`src/rtl/truth_table_sequencer.sv`:
```
// truth_table_sequencer
//   Walks a combinational unit through all 2**N_IN input vectors. Each vector is held for
//   SETTLE cycles, then the unit outputs are captured into a packed truth table.
//
//   Ports:
//     clk, rst_n   clock (rising edge), asynchronous active-low reset
//     start        begin a scan (honoured in IDLE only)
//     abort        cancel a running scan; wins over start in IDLE
//     func_in      unit outputs, bit o = output o
//     vec_out      unit inputs (MSB = a ... LSB = c)
//     busy         high while a scan is running (WAIT/SAMPLE)
//     done         one-cycle pulse when a scan completes
//     table_out    bit [o*2**N_IN + v] = output o at vector v
//     table_vld    table_out complete and stable
//
//   Optional feature, macro TTS_EXPECT_CHECK_EN: adds input expected (golden table, same
//   packing) and outputs mismatch (sticky) and err_cnt (saturating count of bad bits).
module truth_table_sequencer #(
  parameter int unsigned N_IN   = 3,
  parameter int unsigned N_OUT  = 2,
  parameter int unsigned SETTLE = 2
) (
  input  logic                          clk,
  input  logic                          rst_n,
  input  logic                          start,
  input  logic                          abort,
  input  logic [N_OUT-1:0]              func_in,
`ifdef TTS_EXPECT_CHECK_EN
  input  logic [N_OUT*(2**N_IN)-1:0]    expected,
  output logic                          mismatch,
  output logic [7:0]                    err_cnt,
`endif
  output logic [N_IN-1:0]               vec_out,
  output logic                          busy,
  output logic                          done,
  output logic [N_OUT*(2**N_IN)-1:0]    table_out,
  output logic                          table_vld
);

  localparam int unsigned NVec = 2**N_IN;
  localparam int unsigned TblW = N_OUT * NVec;
  // Counter only ever holds values up to SETTLE-1.
  localparam int unsigned CntW = (SETTLE > 1) ? $clog2(SETTLE) : 1;

  localparam logic [N_IN-1:0] LastVec = N_IN'(NVec - 1);
  localparam logic [CntW-1:0] CntInit = CntW'(SETTLE - 1);

  typedef enum logic [1:0] {StIdle, StWait, StSample, StDone} state_e;

  state_e            state_q, state_d;
  logic [CntW-1:0]   cnt_q, cnt_d;
  logic [N_IN-1:0]   vec_q, vec_d;
  logic [TblW-1:0]   table_q, table_d;
  logic              vld_q, vld_d;

`ifdef TTS_EXPECT_CHECK_EN
  logic              mismatch_q, mismatch_d;
  logic [7:0]        err_q, err_d;
  logic [8:0]        nbad;
  logic [8:0]        err_sum;
`endif

  always_comb begin
    state_d = state_q;
    cnt_d   = cnt_q;
    vec_d   = vec_q;
    table_d = table_q;
    vld_d   = vld_q;
`ifdef TTS_EXPECT_CHECK_EN
    mismatch_d = mismatch_q;
    err_d      = err_q;
    nbad       = '0;
    err_sum    = '0;
`endif

    unique case (state_q)
      StIdle: begin
        if (start && !abort) begin
          state_d = StWait;
          vec_d   = '0;
          cnt_d   = CntInit;
          table_d = '0;
          vld_d   = 1'b0;
`ifdef TTS_EXPECT_CHECK_EN
          mismatch_d = 1'b0;
          err_d      = '0;
`endif
        end
      end

      StWait: begin
        if (abort) begin
          state_d = StIdle;
          vec_d   = '0;
        end else if (cnt_q == '0) begin
          state_d = StSample;
        end else begin
          cnt_d = cnt_q - CntW'(1);
        end
      end

      StSample: begin
        if (abort) begin
          // Abort takes precedence over the capture of this vector.
          state_d = StIdle;
          vec_d   = '0;
        end else begin
          // Decode vec_q against constants so every table index stays static.
          for (int unsigned v = 0; v < NVec; v++) begin
            if (vec_q == N_IN'(v)) begin
              for (int unsigned o = 0; o < N_OUT; o++) begin
                table_d[o*NVec + v] = func_in[o];
`ifdef TTS_EXPECT_CHECK_EN
                if (func_in[o] != expected[o*NVec + v]) nbad = nbad + 9'd1;
`endif
              end
            end
          end
`ifdef TTS_EXPECT_CHECK_EN
          err_sum = {1'b0, err_q} + nbad;
          err_d   = (err_sum > 9'd255) ? 8'hFF : err_sum[7:0];
          if (nbad != '0) mismatch_d = 1'b1;
`endif
          if (vec_q == LastVec) begin
            // vec_out stays on the last vector; it never wraps.
            state_d = StDone;
          end else begin
            vec_d   = vec_q + N_IN'(1);
            cnt_d   = CntInit;
            state_d = StWait;
          end
        end
      end

      StDone: begin
        vld_d   = 1'b1;
        state_d = StIdle;
      end

      default: state_d = StIdle;
    endcase
  end

  always_ff @(posedge clk or negedge rst_n) begin
    if (!rst_n) begin
      state_q <= StIdle;
      cnt_q   <= '0;
      vec_q   <= '0;
      table_q <= '0;
      vld_q   <= 1'b0;
`ifdef TTS_EXPECT_CHECK_EN
      mismatch_q <= 1'b0;
      err_q      <= '0;
`endif
    end else begin
      state_q <= state_d;
      cnt_q   <= cnt_d;
      vec_q   <= vec_d;
      table_q <= table_d;
      vld_q   <= vld_d;
`ifdef TTS_EXPECT_CHECK_EN
      mismatch_q <= mismatch_d;
      err_q      <= err_d;
`endif
    end
  end

  assign vec_out   = vec_q;
  assign busy      = (state_q == StWait) || (state_q == StSample);
  assign done      = (state_q == StDone);
  assign table_out = table_q;
  assign table_vld = vld_q;
`ifdef TTS_EXPECT_CHECK_EN
  assign mismatch  = mismatch_q;
  assign err_cnt   = err_q;
`endif

endmodule

```
`config.mk`:
```
export PLATFORM = sky130hd
export DESIGN_NAME = truth_table_sequencer
export DESIGN_NICKNAME = d
export VERILOG_FILES = /design/src/rtl/truth_table_sequencer.sv
export SDC_FILE = /design/constraint.sdc
export NUM_CORES = 1
export LEC_CHECK = 0
export ABC_AREA = 0
export CAP_MARGIN = 10
export CORE_ASPECT_RATIO = 0.5
export CORE_MARGIN = 5
export CORE_UTILIZATION = 45
export CTS_CLUSTER_DIAMETER = 30
export DETAILED_ROUTE_END_ITERATION = 16
export GPL_TIMING_DRIVEN = 0
export HOLD_SLACK_MARGIN = 0.1
export PLACE_DENSITY = 0.84
export SLEW_MARGIN = 30
export SYNTH_ARGS = -nofsm -noshare
export SYNTH_HDL_FRONTEND = slang
export SYNTH_SLANG_ARGS = --single-unit
```
`constraint.sdc`:
```
create_clock -name clk -period 1.6 [get_ports clk]
set_input_delay 0.32 -clock clk [delete_from_list [all_inputs] [get_ports clk]]
set_output_delay 0.32 -clock clk [all_outputs]
set_load 0.02 [all_outputs]
```
; Word-level counts from Yosys, hierarchy flattened
; Index checks and enable logic that the tools add are counted.
[op_classes]
n_reduce_logical = 20
eq_ne = 25
add_sub_neg = 2
n_mux = 38
[op_table]
columns = operator, count
row1 = AND reduction 4 bit, 9
row2 = 2-to-1 mux 16 bit, 2
row3 = one-hot mux 16 bit (2 select lines), 1
row4 = "inequality test 2 bit, second input constant", 13
row5 = 2-to-1 mux 1 bit, 22
row6 = "equality test 3 bit, second input constant", 4
row7 = 2-to-1 mux 3 bit, 4
row8 = 2-to-1 mux 2 bit, 5
row9 = one-hot mux 3 bit (3 select lines), 1
row10 = one-hot mux 2 bit (4 select lines), 1
row11 = "equality test 3 x 2 -> 1 bit, second input constant", 2
row12 = "inequality test 3 bit, second input constant", 2
row13 = AND reduction 5 bit, 1
row14 = "equality test 2 bit, second input constant", 2
row15 = AND reduction 2 bit, 2
row16 = nonzero test 2 bit, 2
row17 = "adder 3 x 1 -> 3 bit, second input constant", 1
row18 = "equality test 3 x 1 -> 1 bit, second input constant", 1
row19 = logical NOT 3 bit, 1
row20 = one-hot mux 1 bit (3 select lines), 1
row21 = nonzero test 3 bit, 1
row22 = "equality test 2 x 1 -> 1 bit, second input constant", 1
row23 = logical NOT 2 bit, 1
row24 = one-hot mux 1 bit (2 select lines), 1
row25 = 4 further kinds, 4
[word_totals]
wordCells = 97
in_bits = 6
output_inout_bits = 22
ff_bits = 23

; Depth between registers and ports, before layout
; Gate-level depths: netlist of the first run.
[logic_depth]
depth_word = 4
mapped_depth = 7
mapped_depth_nobuf = 5

; Least setup slack after synthesis of the first run
; OpenSTA, ideal clock, no wires.
[synth_path]
kind = reg2reg
startpoint = reg vec_q[0] (netlist: vec_out[0])
endpoint = reg vec_q[1] (netlist: vec_out[1])
t_arrival_ps = 1584
period_less_slack_ps = 1728
path_slack_ps = -128
stages_incl_launch_ff = 6
path_buffers = 0
required_time_ps = 1456
setup_ps = 144
cell_sequence = dfrtp_1 ha_1 ha_1 a21o_1 a221oi_1 o22ai_1
[synth_via]
elab_chain_cells = 4
elab_cells_between_ends = 7
cone_classes = add/sub: 1 / eq/ne: 2 / mux: 3 / reduce/logical: 1
[synth_lines]
columns = element, line_no
row1 = start: declaration, 52  ; logic [N_IN-1:0] vec_q, vec_d;
row2 = start signal: assignment, 158  ; vec_q <= vec_d;
row3 = adder 3 x 1 -> 3 bit, 128  ; vec_d = vec_q + N_IN'(1);
row4 = 2-to-1 mux 3 bit, 124  ; if (vec_q == LastVec) begin
row5 = 2-to-1 mux 3 bit, 103  ; if (abort) begin
row6 = one-hot mux 3 bit (3 select lines), 76  ; unique case (state_q)
; Parallel ways exist; a longest one is shown, timed or not. The select of a mux whose other input is x is not followed.
; A chain may end at the register's enable or synchronous reset.

; Final worst setup path of the first run
[layout_path]
startpoint = reg state_q[1]
endpoint = reg table_q[4] (netlist: table_out[4])
[layout_via]
elab_chain_cells = 3
elab_cells_between_ends = 8
cone_classes = eq/ne: 4 / mux: 1 / reduce/logical: 3
[layout_lines]
columns = element, line_no
row1 = start: declaration, 50  ; state_e state_q, state_d;
row2 = start signal: assignment, 146  ; state_q <= StIdle;
row3 = start signal: assignment, 156  ; state_q <= state_d;
row4 = equality test 2 bit or logical NOT 2 bit (tied branches), 76
row5 = inequality test 2 bit (no line) or nonzero test 2 bit (tied branches), --
row6 = AND reduction 4 bit (no line), --
row7 = end signal: assignment, 159  ; table_q <= table_d;
row8 = end: declaration, 53  ; logic [TblW-1:0] table_q, table_d;
; Parallel ways exist; a longest one is shown, timed or not.

==> impl_metrics.yaml, run 1 <==
final_layout:
  layout.cells.non_filler: 217
  syn_to_final_growth_pct: 39.0
  drive_gt1_share_pct: 20.3
  antennaDiodeCount: 0
  fillers: 236
  nNetsFinal: 195
synth:
  ys_types: 28
  synth_edf_count: 0
  synthesis.nets: 156
  seq_area_frac_synth_pct: 42.1
  yosysWarnings: 0
  syn_area_per_cell_um2: 9.83
  syn_area_mm2: 0.00137
  syn-instance-count: 139
  synth_ff_type: "dfrtp_1"
  async_flop_share_pct: 100
  synth_seq_cells: 23
worst_setup_path:
  endpoint_kind: "flip-flop"
  critPathKind: "flip-flop to flip-flop"
  cp.required_ns: 1.76
  crit_arrival_ns: 1.80
  crit_fanout: 5
  critPathLaunchType: "flip-flop"
clock_network:
  cts_buffers: 3
  root_buffer: "clkbuf_8"
  clk_pin_slew_ns: 0.08
  ctsHtreeMaxLevel: 1
  cts_tree: "done"
  clockBufferDepth: 2
  worst_skew_pair.late_latency_ns: 0.27
  clock-sinks: 23
placement:
  port-buffer-count: 26
  dpl_worst_slack_ns: -0.121
  gp_congestion: 0.770
  place_inst: 205
  hpwl_mm: 2.39
hold_path:
  min_path_type: "input port to flip-flop"
routing:
  remaining_drc_errors: 0
  wl_met1_mm: 1.60
  routed.top_layer: "met4"
  dr_wl_met2_mm: 1.74
  ant_nets: 0
  vias: 1224
  wl_met3_um: 185
  totalWireLength_mm: 3.55
  vias_per_cell: 5.64
  wl_per_cell_um: 16.4
  drt_first_pass_iters: 4
  drt_iter0_markers: 92
sta:
  drv_slew: 0
  fin_crit_sh_pct: 103
  setup_viol: 6
  period_minus_slack_ns: 1.64
  fin_skew_ns: 0.00101
  hold_violations: 0
  fmax_ghz: 0.608
  fin_tns_setup_ns: -0.234
  fin_ws_ns: -0.0434
  worst_pin_slew_ns: 0.542
  rsz0062_at_grt: "yes"
  maxSlewHeadroom_pct: 63.8
status:
  violations: "setup timing"
  status: "finished with violations"
power_and_ir_drop:
  total_power_mw: 2.60
  leakage_nw: 1.13
  ir_drop_uv: 995
  power.density_mw_per_mm2: 1370
global_route:
  grt_start_max_net_pins: 24
  antenna_found_initial: 0
  grt_pass1_vias: 1199
  grt_pass1_wl_mm: 5.58
  grt_overflow: 0
  track_usage_pct: 16.5
floorplanning:
  start_util_pct: 46.2
  floorplan.die_area_mm2: 0.00431
  fp-row-count: 14
  ios: 28
  core-area_mm2: 0.00296
  chipHeight_um: 49.0
  die_w_um: 87.9
flow_run:
  drv_cap: 0
state kept, by name (all words and copies together) (netlist names):
register,cells
cnt_q,1
state_q,2
table_out,16
table_vld,1
vec_out,3
stage by stage:
stage	area (um^2)	utilization (%)	hold WS, ns
final	1900	64.2	0.371
after global routing	1900	64.2	0.411
after CTS	1800	60.9	0.371
after detailed placement	1700	57.4	0.327
after global placement	1710	57.6	0.502
after floorplan	1400	-	0.0244
placed cells by master (no fill, tap or decap), types with 2 or more instances in the layout:
| cell | n |
|---|---|
| dfrtp_1 | 22 |
| dlymetal6s2s_1 | 16 |
| nand2_1 | 12 |
| o21ai_0 | 11 |
| nand3_1 | 10 |
| buf_4 | 10 |
| o211ai_1 | 10 |
| and3_1 | 9 |
| inv_1 | 6 |
| a221o_1 | 6 |
| ha_1 | 5 |
| nor2b_1 | 4 |
| nand2b_1 | 4 |
| mux2i_1 | 4 |
| ha_4 | 4 |
| dlygate4sd2_1 | 4 |
| a21oi_1 | 3 |
| clkbuf_8 | 3 |
| clkdlybuf4s50_1 | 3 |
| clkbuf_2 | 2 |
| and2_4 | 2 |
| nor2_1 | 2 |
| ha_2 | 2 |
| buf_2 | 2 |
power by group:
group | leakage, nW | internal [mW] | switching (mW)
logic | 0.791 | 0.664 | 0.763
registers | 0.313 | 0.701 | 0.105
clock network | 0.0255 | 0.174 | 0.190
worst paths after layout:
kind | startpoint | endpoint | slack (ns) | depth (start not counted)
min in group asynchronous | rst_n | cnt_q | 0.56 | 2
max in group asynchronous | rst_n | vec_out[0] | 0.64 | 2
setup / recovery | state_q[1] | table_out[4] | -0.04 | 5
setup reg to reg | state_q[1] | table_out[4] | -0.04 | 5
hold reg to reg | table_out[3] | table_out[3] | 0.53 | 2
hold / removal | abort | state_q[1] | 0.37 | 4
worst max-delay path: stages (launching register included):
cell and delay [ns]:
dfrtp_1 0.46, inv_2 0.12, ha_4 0.17, mux2_4 0.34
and2_4 0.16, a221o_1 0.28
logic make-up after synthesis:
logic type,after synthesis,synth area share [%]
simple gates,46,17.8
mux,6,4.76
buf+inv,15,5.49
fa+ha+maj,11,10.1
flops,23,42.1
compound gates,38,19.8
synthesized netlist by cell type (2+ instances only):
cell type,instances,area [um^2]
a21oi_1,3,15.0
nand3_1,10,50.1
o211ai_1,10,75.1
and2_4,2,17.5
a221o_1,6,60.1
ha_1,11,138
nand2b_1,4,25.0
o21ai_0,11,55.1
mux2i_1,5,50.1
and3_1,9,56.3
buf_6,2,22.5
nand2_1,13,48.8
buf_2,3,15.0
o22ai_1,2,12.5
clkbuf_1,2,7.51
nor2_1,2,7.51
inv_1,8,30.0
dfrtp_1,23,576
nor2b_1,4,25.0
metal layers:
layer / vias to the layer above / GRT usage, %
met5: - / 0
met4: 0 / 4.85
met3: 4 / 4.89
met2: 30 / 28.5
met1: 611 / 19.6
li1: 579 / -
cell type report:
class	count	area [um^2]	share of cell area, %
multi-input cells	101	801	42.2
flip-flops and latches	23	577	30.4
repair buffers	36	358	18.8
well taps	40	50.0	2.64
clock buffers	3	41.3	2.17
plain buffers	5	35.0	1.84
inverters	8	32.5	1.71
clock inverters	1	5.00	0.264
timing repair:
item / CTS / global route
hold endpoints to repair: 23 / 0
gates resized for setup: 16 / 27
setup endpoints to repair: 26 / 38
hold buffers: 1 / 0
buffers inserted: 6 / 3
pin swaps: 3 / 2
gates cloned: 0 / 0
No activity file was read; power rests on OpenSTA's default activity.
==> inputs of run 2 (changes only) <==
--- a/config.mk
+++ b/config.mk
@@ -9,12 +9,13 @@
 export CAP_MARGIN = 10
 export CORE_ASPECT_RATIO = 0.5
 export CORE_MARGIN = 5
-export CORE_UTILIZATION = 45
+export CORE_UTILIZATION = 47
+export CTS_BUF_LIST = sky130_fd_sc_hd__clkbuf_2
 export CTS_CLUSTER_DIAMETER = 30
 export DETAILED_ROUTE_END_ITERATION = 16
 export GPL_TIMING_DRIVEN = 0
-export HOLD_SLACK_MARGIN = 0.1
-export PLACE_DENSITY = 0.84
+export HOLD_SLACK_MARGIN = 0.06
+export PLACE_DENSITY = 0.87
 export SLEW_MARGIN = 30
 export SYNTH_ARGS = -nofsm -noshare
 export SYNTH_HDL_FRONTEND = slang
==> run 2 against run 1 <==
Net effect:
- the run still ends with setup timing left
- register-to-register slack got worse by 0.02 ns
- sequential power fell by 1%
- routed wire length rose by 16%
- global-route usage rose by 3.2 points
- maximum frequency fell by 1.1%
- clock skew rose by 0.0060 ns
- setup slack got worse by 0.019 ns
- via count rose by 11%
- critical path type unchanged
- critical path depth rose by 1
- utilization rose by 7.5 points
- design area rose by 1.3%
==> impl_metrics.yaml, run 2 (same netlist as run 1, synthesis figures left out) <==
status:
  status: "finished with violations"
  violations: "setup timing"
placement:
  postPlaceCellArea_mm2: 0.00170
  place_inst: 202
  hpwl_mm: 2.49
  gp_congestion: 0.822
  port-buffer-count: 26
  dpl_worst_slack_ns: -0.157
hold_path:
  min_path_type: "input port to flip-flop"
worst_setup_path:
  r2r_slack_ns: -0.06
  cp.required_ns: 1.88
  critPathKind: "flip-flop to flip-flop"
  crit_fanout: 8
  critPathLaunchType: "flip-flop"
  crit_arrival_ns: 1.94
  endpoint_kind: "flip-flop"
global_route:
  grt_start_max_net_pins: 24
  antenna_found_initial: 0
  grt_pass1_vias: 1281
  track_usage_pct: 19.6
  grt_overflow: 0
  grt_pass1_wl_mm: 6.12
floorplanning:
  ios: 28
  die_w_um: 86.3
  start_util_pct: 50.9
  core-area_mm2: 0.00268
  chipHeight_um: 48.1
  fp-row-count: 13
  floorplan.die_area_mm2: 0.00415
sta:
  hold_violations: 0
  period_minus_slack_ns: 1.66
  rsz0062_at_grt: "yes"
  maxSlewHeadroom_pct: 64.7
  drv_slew: 0
  fin_ws_ns: -0.0619
  worst_pin_slew_ns: 0.530
  fin_skew_ns: 0.00698
  timing.hold.ws_ns: 0.259
  fmax_ghz: 0.602
  setup_viol: 10
  fin_crit_sh_pct: 104
clock_network:
  cts_tree: "done"
  clock-sinks: 23
  cts_buffers: 3
  ctsHtreeMaxLevel: 1
  clockBufferDepth: 2
  clk_pin_slew_ns: 0.22
  worst_skew_pair.late_latency_ns: 0.35
  root_buffer: "clkbuf_2"
final_layout:
  largest_reg_flops: 16
  antennaDiodeCount: 0
  syn_to_final_growth_pct: 40.8
  final_cell_mix: "dfrtp_1, dlygate4sd2_1, nand2_1, buf_4"
  drive_gt1_share_pct: 23.9
  finish.instance_area_mm2: 0.00192
  utilization_pct: 71.7
  layout.cells.non_filler: 221
  fillers: 186
  nNetsFinal: 202
  layout_commonest_cell: "dfrtp_1"
routing:
  wl_per_cell_um: 18.7
  ant_nets: 0
  drt_iter0_markers: 121
  vias: 1360
  drt_first_pass_iters: 4
  totalWireLength_mm: 4.13
  remaining_drc_errors: 0
  vias_per_cell: 6.15
power_and_ir_drop:
  intPower_mw: 1.57
  power.switching_mw: 1.19
  leakage_nw: 0.945
  power.density_mw_per_mm2: 1430
  p_comb_share_pct: 62.2
  clockPowerShare_pct: 8.9
  seqPwrFrac_pct: 28.9
  ir_drop_uv: 1520
  switching_share_pct: 43.0
flow_run:
  drv_cap: 0
-- run 2: changes by cell type in the layout (fill, tap and decap cells not counted), moves of 2 or more --
cell	previous run	this run
buf_6	1	6
clkbuf_2	2	5
ha_2	2	0
ha_4	4	6
dlygate4sd2_1	4	19
buf_4	10	13
mux2i_4	0	2
clkbuf_8	3	0
o21ai_1	0	2
o21ai_0	11	9
dlymetal6s2s_1	16	0
-- run 2: cell type report --
| type | instances | area (um^2) | share of cell area (%) |
|---|---|---|---|
| clock inverter | 1 | 5.00 | 0.260 |
| sequential | 23 | 578 | 30.1 |
| tap | 37 | 46.3 | 2.41 |
| inverter | 8 | 32.5 | 1.69 |
| multi-input combinational | 102 | 851 | 44.2 |
| clock buffer | 3 | 15.0 | 0.781 |
| buffer | 5 | 36.3 | 1.89 |
| timing repair buffer | 42 | 359 | 18.7 |
-- run 2: worst paths after layout --
check | to | cells after the start | start
max in group asynchronous | vec_out[1] | 2 | rst_n
setup / recovery | vec_out[1] | 6 | state_q[0]
min in group asynchronous | table_out[15] | 2 | rst_n
setup reg to reg | vec_out[1] | 6 | state_q[0]
hold / removal | state_q[1] | 4 | abort
hold reg to reg | table_out[15] | 2 | table_out[15]
-- run 2: routing by layer --
layer / share of wire [%] / up-vias / routed length [um] / global-route usage (%)
met4: 2.1 / 0 / 87 / 7.76
met3: 5.6 / 10 / 231 / 4.72
li1: - / 597 / - / -
met1: 43 / 686 / 1770 / 23.6
met2: 49 / 67 / 2030 / 35.8
met5: 0 / - / 0 / 0
-- run 2: repair_timing --
item                                    4_1_cts  5_1_grt
pin swaps                                     4        4
endpoints found under the hold margin        23        0
gates resized for setup                      42       16
hold buffers                                  1        0
gates cloned                                  0        1
endpoints found under the setup margin       43       25
setup buffers                                10        5
-- run 2: critical path, stage by stage (launching register included) --
cell and delay, ns:
dfrtp_1 0.46, inv_2 0.12, ha_4 0.20, buf_4 0.14
nor2b_1 0.28, nand3_1 0.19, o22ai_1 0.21
-- run 2: power groups by stage --
stage	Sequential (mW)	Combinational, mW	Clock, mW
after floorplan	0.894	0.757	0
after global placement	0.801	1.19	0
after detailed placement	0.812	1.23	0
after CTS	0.779	1.44	0.249
after global routing	0.810	1.83	0.269
final	0.796	1.71	0.247
-- run 2: stage by stage --
stage               total power [mW]  setup TNS (ns)
floorplan                       1.65               0
global placement                1.99           -1.28
detailed placement              2.04           -2.48
CTS                             2.47         -0.0171
global route                    2.91          -0.819
finish                          2.76          -0.190
==> inputs of run 3 (changes only) <==
--- a/config.mk
+++ b/config.mk
@@ -7,9 +7,11 @@
 export LEC_CHECK = 0
 export ABC_AREA = 0
 export CAP_MARGIN = 10
+export CELL_PAD_IN_SITES_DETAIL_PLACEMENT = 1
+export CELL_PAD_IN_SITES_GLOBAL_PLACEMENT = 2
 export CORE_ASPECT_RATIO = 0.5
 export CORE_MARGIN = 5
-export CORE_UTILIZATION = 47
+export CORE_UTILIZATION = 29
 export CTS_BUF_LIST = sky130_fd_sc_hd__clkbuf_2
 export CTS_CLUSTER_DIAMETER = 30
 export DETAILED_ROUTE_END_ITERATION = 16
==> run 3 against run 2 <==
Net effect:
- critical path type unchanged
- sequential cell count stayed put
- the run still ends with setup timing left
- die area is 51% higher
- register-to-register slack better by 0.03 ns
- maximum frequency is 2.1% higher
- highest routed layer unchanged
- critical endpoint is now table_out[6]
- total power is 3.1% higher
- worst hold slack worse by 0.0015 ns
- sequential power is 2% lower
==> impl_metrics.yaml, run 3 (same netlist as run 1, synthesis figures left out) <==
status:
  status: "finished with violations"
  violations: "setup timing"
sta:
  fin_tns_setup_ns: -0.158
  fin_skew_ns: 0.0218
  fin_ws_ns: -0.0279
  fmax_ghz: 0.614
  hold_violations: 0
  rsz0062_at_grt: "yes"
  worst_pin_slew_ns: 0.546
  period_minus_slack_ns: 1.63
  maxSlewHeadroom_pct: 63.6
  setup_viol: 6
  drv_slew: 0
  fin_crit_sh_pct: 102
  timing.hold.ws_ns: 0.258
routing:
  routed.top_layer: "met4"
  dr_wl_met2_mm: 1.96
  vias_per_cell: 5.33
  wl_met1_mm: 1.98
  wl_met3_um: 123
  totalWireLength_mm: 4.08
  vias: 1285
  drt_first_pass_iters: 4
  wl_per_cell_um: 16.9
  drt_iter0_markers: 17
  ant_nets: 0
  remaining_drc_errors: 0
global_route:
  grt_pass1_vias: 1354
  grt_overflow: 0
  track_usage_pct: 13.2
  antenna_found_initial: 0
  grt_start_max_net_pins: 24
  grt_pass1_wl_mm: 6.65
power_and_ir_drop:
  power.density_mw_per_mm2: 1440
  p_comb_share_pct: 63.7
  leakage_nw: 0.953
  power.switching_mw: 1.19
  total_power_mw: 2.84
  intPower_mw: 1.65
  ir_drop_uv: 740
  switching_share_pct: 41.9
  clockPowerShare_pct: 8.8
  seqPwrFrac_pct: 27.5
final_layout:
  syn_to_final_growth_pct: 44.8
  drive_gt1_share_pct: 26.6
  antennaDiodeCount: 0
  layout.cells.non_filler: 241
  nNetsFinal: 202
  largest_reg_flops: 16
  final_cell_mix: "dfrtp_1, dlygate4sd2_1, buf_4, nand2_1, o211ai_1"
  layout_commonest_cell: "dfrtp_1"
  utilization_pct: 44.3
floorplanning:
  floorplan.die_area_mm2: 0.00627
  die_w_um: 107
  chipHeight_um: 58.5
  ios: 28
  start_util_pct: 30.6
  core-area_mm2: 0.00447
  fp-row-count: 17
worst_setup_path:
  slowest_stage: "dfrtp_1"
  critPathKind: "flip-flop to flip-flop"
  endpoint_kind: "flip-flop"
  crit_arrival_ns: 1.87
  cp.required_ns: 1.85
  crit_fanout: 4
  path_buf_inv: 2
  slowest_delay_ns: 0.44
  crit_family: "flip-flops"
  crit_path_cell_trace: "buf_6 -> inv_4 -> ha_4 -> mux2_4 -> and2_4 -> a221o_1"
  critPathLaunchType: "flip-flop"
placement:
  hpwl_mm: 2.76
  port-buffer-count: 26
  gp_congestion: 0.745
  place_inst: 222
clock_network:
  cts_buffers: 3
  clockBufferDepth: 2
  cts_tree: "done"
  clock-sinks: 23
  ctsHtreeMaxLevel: 1
  root_buffer: "clkbuf_2"
  worst_skew_pair.late_latency_ns: 0.35
  clk_pin_slew_ns: 0.24
hold_path:
  min_path_type: "input port to flip-flop"
flow_run:
  drv_cap: 0
[run 3: worst paths after layout]
kind,from,end,slack [ns],depth (start not counted)
setup / recovery,state_q[1],table_out[6],-0.03,6
hold / removal,abort,state_q[1],0.26,4
setup reg to reg,state_q[1],table_out[6],-0.03,6
hold reg to reg,cnt_q,cnt_q,0.55,2
max in group asynchronous,rst_n,table_out[4],0.78,2
min in group asynchronous,rst_n,table_out[15],0.44,2
[run 3: worst min-delay path, stage by stage]
cell and delay (ns):
buf_6 0.11, nor2_1 0.05, nand2_1 0.06, mux2i_1 0.07
[run 3: power by group through the flow]
stage	logic, mW	clock network [mW]	registers (mW)
global placement	1.22	0	0.801
detailed placement	1.25	0	0.813
CTS	1.51	0.256	0.782
floorplan	0.757	0	0.894
finish	1.81	0.250	0.783
global route	1.96	0.280	0.803
[run 3: repair_timing]
item / in CTS / in global routing
buffers inserted: 11 / 5
hold buffers: 1 / 0
endpoints found under the setup margin: 43 / 25
endpoints found under the hold margin: 23 / 0
pin swaps: 5 / 3
gates cloned: 0 / 1
gates resized for setup: 47 / 22
[run 3: final cells by class]
cell class                 count  area (um^2)
buffer                         4         35.0
clock buffer                   4         20.0
fill                         513         2490
inverter                       8         32.5
multi-input combinational    102          861
sequential                    23          578
tap                           57         71.3
timing repair buffer          43          380
[run 3: metal layers]
metal  GRT usage (%)  vias up
met5               0        -
met4            2.91        0
met3            2.74        2
met2            23.4       18
met1            16.9      665
li1                -      600
[run 3: metrics by stage]
step	worst slack, ns	area [um^2]
finish	-0.0279	1980
global route	-0.0682	1980
CTS	-0.0283	1870
detailed placement	-0.232	1720
global placement	-0.159	1730
floorplan	0.00157	1400
